### src/rtl/adder_pkg.sv
// rtl/adder_pkg.sv - op encodings, default geometry and stage-register sizing for pipelined_cla_adder
package adder_pkg;

  localparam logic OP_ADD = 1'b0;
  localparam logic OP_SUB = 1'b1;

  localparam int DEFAULT_WIDTH   = 32;
  localparam int DEFAULT_BLOCK_W = 8;

  // valid + carry + operand A, operand B and partial sum, plus the two sign bits when flags are built
  function automatic int stage_reg_bits(input int width, input bit flags_en);
    return 3 * width + 2 + (flags_en ? 2 : 0);
  endfunction

endpackage

### src/rtl/cla_block.sv
// rtl/cla_block.sv - combinational BLOCK_W-bit lookahead slice with group propagate/generate
module cla_block #(
  parameter int BLOCK_W = 8
) (
  input  logic [BLOCK_W-1:0] a,
  input  logic [BLOCK_W-1:0] b,
  input  logic               cin,
  output logic [BLOCK_W-1:0] s,
  output logic               p,
  output logic               g
);

  logic [BLOCK_W-1:0] gen_bit;
  logic [BLOCK_W-1:0] prop_bit;
  logic [BLOCK_W-1:0] carry;

  always_comb begin
    gen_bit  = a & b;
    prop_bit = a ^ b;
    carry    = '0;
    carry[0] = cin;
    for (int i = 1; i < BLOCK_W; i++) begin
      carry[i] = gen_bit[i-1] | (prop_bit[i-1] & carry[i-1]);
    end
    // group generate is the block carry-out assuming a zero carry-in
    g = 1'b0;
    for (int i = 0; i < BLOCK_W; i++) begin
      g = gen_bit[i] | (prop_bit[i] & g);
    end
    p = &prop_bit;
    s = prop_bit ^ carry;
  end

endmodule

### src/rtl/pipelined_cla_adder.sv
// rtl/pipelined_cla_adder.sv - pipelined carry-lookahead add/sub, one block per stage, valid/ready
// PIPE_ADDER_FLAGS_EN enables the registered overflow and zero flags.
module pipelined_cla_adder
  import adder_pkg::*;
#(
  parameter int WIDTH   = DEFAULT_WIDTH,
  parameter int BLOCK_W = DEFAULT_BLOCK_W
) (
  input  logic             clock,
  input  logic             reset_n,
  input  logic             in_valid,
  output logic             in_ready,
  input  logic [WIDTH-1:0] num1,
  input  logic [WIDTH-1:0] num2,
  input  logic             carry_in,
  input  logic             op,
  output logic             out_valid,
  input  logic             out_ready,
  output logic [WIDTH-1:0] sum,
  output logic             carry_out,
  output logic             overflow,
  output logic             zero
);

  localparam int NUM_BLOCKS = WIDTH / BLOCK_W;
`ifdef PIPE_ADDER_FLAGS_EN
  localparam bit FLAGS_EN = 1'b1;
`else
  localparam bit FLAGS_EN = 1'b0;
`endif
  localparam int STAGE_BITS = stage_reg_bits(WIDTH, FLAGS_EN);

  // operands shift down one block per stage; the sum fills in from the top
  typedef struct packed {
    logic             valid;
    logic             carry;
`ifdef PIPE_ADDER_FLAGS_EN
    logic             a_msb;
    logic             b_msb;
`endif
    logic [WIDTH-1:0] a;
    logic [WIDTH-1:0] b;
    logic [WIDTH-1:0] sum;
  } stage_t;

  if ((WIDTH % BLOCK_W) != 0) begin : g_bad_width
    $error("WIDTH must be a multiple of BLOCK_W");
  end
  if ($bits(stage_t) != STAGE_BITS) begin : g_bad_stage
    $error("stage register layout out of step with stage_reg_bits");
  end

  stage_t             pipe  [NUM_BLOCKS];
  stage_t             nxt   [NUM_BLOCKS];
  stage_t             load;
  logic [BLOCK_W-1:0] blk_s [NUM_BLOCKS];
  logic               blk_p [NUM_BLOCKS];
  logic               blk_g [NUM_BLOCKS];
  logic               adv;

  assign adv      = !out_valid || out_ready;
  assign in_ready = adv;

  always_comb begin
    load       = '0;
    load.valid = in_valid;
    load.a     = num1;
    load.b     = (op == OP_SUB) ? ~num2 : num2;
    load.carry = (op == OP_SUB) ? 1'b1 : carry_in;
`ifdef PIPE_ADDER_FLAGS_EN
    load.a_msb = num1[WIDTH-1];
    load.b_msb = load.b[WIDTH-1];
`endif
  end

  for (genvar k = 0; k < NUM_BLOCKS; k++) begin : g_stage
    cla_block #(
      .BLOCK_W(BLOCK_W)
    ) u_cla (
      .a  (pipe[k].a[BLOCK_W-1:0]),
      .b  (pipe[k].b[BLOCK_W-1:0]),
      .cin(pipe[k].carry),
      .s  (blk_s[k]),
      .p  (blk_p[k]),
      .g  (blk_g[k])
    );
  end

  always_comb begin
    for (int k = 0; k < NUM_BLOCKS; k++) begin
      nxt[k]       = pipe[k];
      nxt[k].carry = blk_g[k] | (blk_p[k] & pipe[k].carry);
      nxt[k].a     = pipe[k].a >> BLOCK_W;
      nxt[k].b     = pipe[k].b >> BLOCK_W;
      nxt[k].sum   = (pipe[k].sum >> BLOCK_W) | (WIDTH'(blk_s[k]) << (WIDTH - BLOCK_W));
    end
  end

  always_ff @(posedge clock or negedge reset_n) begin
    if (!reset_n) begin
      for (int k = 0; k < NUM_BLOCKS; k++) begin
        pipe[k] <= '0;
      end
      out_valid <= 1'b0;
      sum       <= '0;
      carry_out <= 1'b0;
    end else if (adv) begin
      pipe[0] <= load;
      for (int k = 1; k < NUM_BLOCKS; k++) begin
        pipe[k] <= nxt[k-1];
      end
      out_valid <= nxt[NUM_BLOCKS-1].valid;
      sum       <= nxt[NUM_BLOCKS-1].sum;
      carry_out <= nxt[NUM_BLOCKS-1].carry;
    end
  end

`ifdef PIPE_ADDER_FLAGS_EN
  always_ff @(posedge clock or negedge reset_n) begin
    if (!reset_n) begin
      overflow <= 1'b0;
      zero     <= 1'b0;
    end else if (adv) begin
      overflow <= (pipe[NUM_BLOCKS-1].a_msb == pipe[NUM_BLOCKS-1].b_msb) &&
                  (nxt[NUM_BLOCKS-1].sum[WIDTH-1] != pipe[NUM_BLOCKS-1].a_msb);
      zero     <= ~|nxt[NUM_BLOCKS-1].sum;
    end
  end
`else
  assign overflow = 1'b0;
  assign zero     = 1'b0;
`endif

endmodule

### config.mk
export PLATFORM = sky130hd
export DESIGN_NAME = pipelined_cla_adder
export DESIGN_NICKNAME = d
export VERILOG_FILES = /design/src/rtl/adder_pkg.sv /design/src/rtl/cla_block.sv /design/src/rtl/pipelined_cla_adder.sv
export SDC_FILE = /design/constraint.sdc
export NUM_CORES = 1
export LEC_CHECK = 0
export BUFFER_PORTS_ARGS = -buffer_cell sky130_fd_sc_hd__buf_2
export CORE_ASPECT_RATIO = 1.1
export CORE_MARGIN = 3
export CORE_UTILIZATION = 56
export DETAILED_ROUTE_END_ITERATION = 12
export PLACE_DENSITY = 0.76
export SLEW_MARGIN = 25
export SYNTH_ARGS = -nofsm -noshare
export SYNTH_HDL_FRONTEND = slang
export SYNTH_SLANG_ARGS = --single-unit
export TNS_END_PERCENT = 5
### constraint.sdc
create_clock -name clock -period 4 [get_ports clock]
set_input_delay 0.8 -clock clock [delete_from_list [all_inputs] [get_ports clock]]
set_output_delay 0.8 -clock clock [all_outputs]
set_load 0.03 [all_outputs]
==> metrics.txt <==
WL final=20800 um; hold buffers post-CTS=0; initial antenna violation count=0; Final Cycle Share=between 80% and 90%; die area=21500 sq um; share of layout cells above drive strength 1=between 10 and 15%; WP data arrival=3.87 ns; Critical Path RT=4.35 ns; CP startpoint kind=flop; CTS tree=built; final core utilization=64.3%; post-CTS sizing=0; Internal=6.53 mW; clock share of power=23.6%; grt total ovfl=0; crit path launch=pipe[130]; register area share after synthesis=56.4%; Initial Utilization=around 57%; Clock transition at path regs=roughly 0.060 ns; Post-synth EDFFs=0; crit-path max cell delay=a little over 0.4 ns; Final Non-Filler Cells=1506; Most used DFF post-synth=dfrtp_1; Worst-Skew Late Latency=0.52 ns; DR vias=7519; power density cells=843 nW/um^2; final hold vios=0; Hold/Removal Path Class=in2async; # Post-CTS Setup Buffers=0; vias in the first global route=approximately 7500; worst rel slew slack=33.7%; I/O pins=107; htree depth=1; Buffers on Ports=104; post-synthesis cell count=1161; Switching Power=3.94 mW; slew at the pin closest to its max-slew limit=0.994 ns; DRC=0; Crit-path slowest cell=fa_1; nets@finish=1370; post-DP HPWL=about 13000 um; Setup-failing EPs final=0; Ys Warns=0; Hold WS=0.342 ns; first-pass GRT wire length=between 30000 and 40000 um; Inst Count DP=1460; vias per cell=4.99; static leakage=6.56 nW; remaining antenna violation count=0; fmax=0.284 GHz; P&R area growth vs syn=12.0%; synthesized area per cell=9.55 sq um; Final Slew Violations=0; most frequent cell after synthesis=nand2_1; synth unique cells=37; Commonest cells post-synth=nand2_1 (635), dfrtp_1 (250), o21ai_0 (50); Critical Path Fanout Max=2; WL/cell=13.8 um; First-pass DRT Iterations=5; CTS Buffer Depth=3; synth top area cells=dfrtp_1 (56%), nand2_1 (22%), fa_1 (5.1%); crit path time final=3.53 ns; #FFs+latches synth=250; Clock Sinks=250; Seq pwr share=42.0%; r2r startpoint=pipe[130]; top-area cell type share of the netlist area=56.4%; CP Capture Type=flop; Worst IR Drop VDD=478 uV; CP Class=reg2reg; Inserted Diodes=0; Async SR Flop Fraction=100%; Core Box Area=19300 sq um; outcome=completed; largest net degree at the start of global routing=around 240; max cap viols=0; synthesized area=11100 sq um; Comb pwr share=between 30 and 40%; GPL Wtd Cong=0.842; CP most frequent cell=fa_1; CP Cell Sequence=inv_1 -> fa_1 -> inv_1 -> fa_1 -> fa_1 -> fa_1 -> fa_1 -> fa_1 -> fa_1 -> xnor2_1 -> o21ai_0; Rows=53; sw frac=37.6%; die height=154 um; clock skew=0.0159 ns; GR Util All Layers=19.8%; RSZ-0062 raised after global routing=no; initial DRC count=595; Root Buffer=clkbuf_16; TNS Setup=0 ns; CTS Buf Count=25; cell taking the most area after synthesis=dfrtp_1; Die Wd=140 um
[state kept, by name, summed over array words and instances (netlist names)]
| name | flops |
|---|---|
| sum | 32 |
| carry_out | 1 |
| out_valid | 1 |
| pipe | 116 |
| nxt | 100 |
[power by group through the flow]
stage	Combinational, mW	Clock, mW	Sequential (mW)
final	3.60	2.47	4.40
after global routing	4.17	2.64	4.56
after detailed placement	3.58	0	4.43
after global placement	3.44	0	4.38
after floorplan	2.48	0	4.58
after CTS	3.64	2.52	4.41
[cell type report]
type | count | area (sq um)
multi-input cells | 832 | 4240
flip-flops and latches | 250 | 6260
fillers | 1552 | 6880
inverters | 19 | 76.3
clock buffers | 33 | 716
clock inverters | 13 | 174
repair buffers | 112 | 641
well taps | 247 | 309
[kinds of logic (layout without fill, tap and decap cells)]
family                   count (synthesis)  count (layout)  synth area share (%)
AO/OA/AOI/OAI                           78              78                  4.09
adder cells (fa/ha/maj)                 60              60                  8.67
XOR/XNOR                                36              36                  2.84
AND/OR/NAND/NOR                        656             656                  22.6
other                                    1               2                0.0338
buffers and inverters                   80             177                  5.29
flip-flops                             250             250                  56.4
[per-stage QoR]
stage	setup slack, ns	total power, mW	cell area, sq um
after detailed placement	0.543	8.02	11500
final	0.474	10.5	12400
after CTS	0.476	10.6	12400
after global placement	0.612	7.82	11500
after global routing	0.271	11.4	12400
after floorplan	0.758	7.06	11100
[layer usage]
metal	vias to the layer above	global-route usage (%)	wire [um]
li1	3760	-	-
met1	3557	31.2	10400
met2	164	28.7	9070
met3	38	3.64	986
met4	0	5.68	429
met5	-	0	0
[critical path, delay by kind of cell, from the launching register on]
kind / cells / cell delay (ns)
fa+ha+maj: 7 / 2.54
xor+xnor: 1 / 0.18
flops: 1 / 0.38
compound gates: 1 / 0.10
buf+inv: 2 / 0.16
[worst paths after layout]
path | end | slack, ns | cells after the start
max in group asynchronous | nxt[262] | 2.76 | 2
setup reg to reg | pipe[31] | 0.47 | 11
hold reg to reg | sum[5] | 0.46 | 2
min in group clock | sum[5] | 0.46 | 2
setup / recovery | pipe[31] | 0.47 | 11
hold / removal | sum[2] | 0.34 | 1
[layout by cell type (no fill, tap or decap), drive strengths merged, types with 2 or more instances in the layout]
master	synthesis	layout
dfrtp	250	250
nor2	6	6
clkbuf	4	33
nand2b	2	2
nand2	635	635
nand4	4	4
conb	1	2
fa	28	28
bufinv	0	4
clkinvlp	0	2
or3	3	3
and3	2	2
ha	32	32
a21o	2	2
buf	57	112
o2111ai	4	4
xnor2	35	35
o21ai	51	51
a2111oi	2	2
inv	19	20
a211oi	3	3
a21oi	8	8
clkinv	0	6
a31oi	3	3
Note: power is estimated with default switching activity, not from simulation.
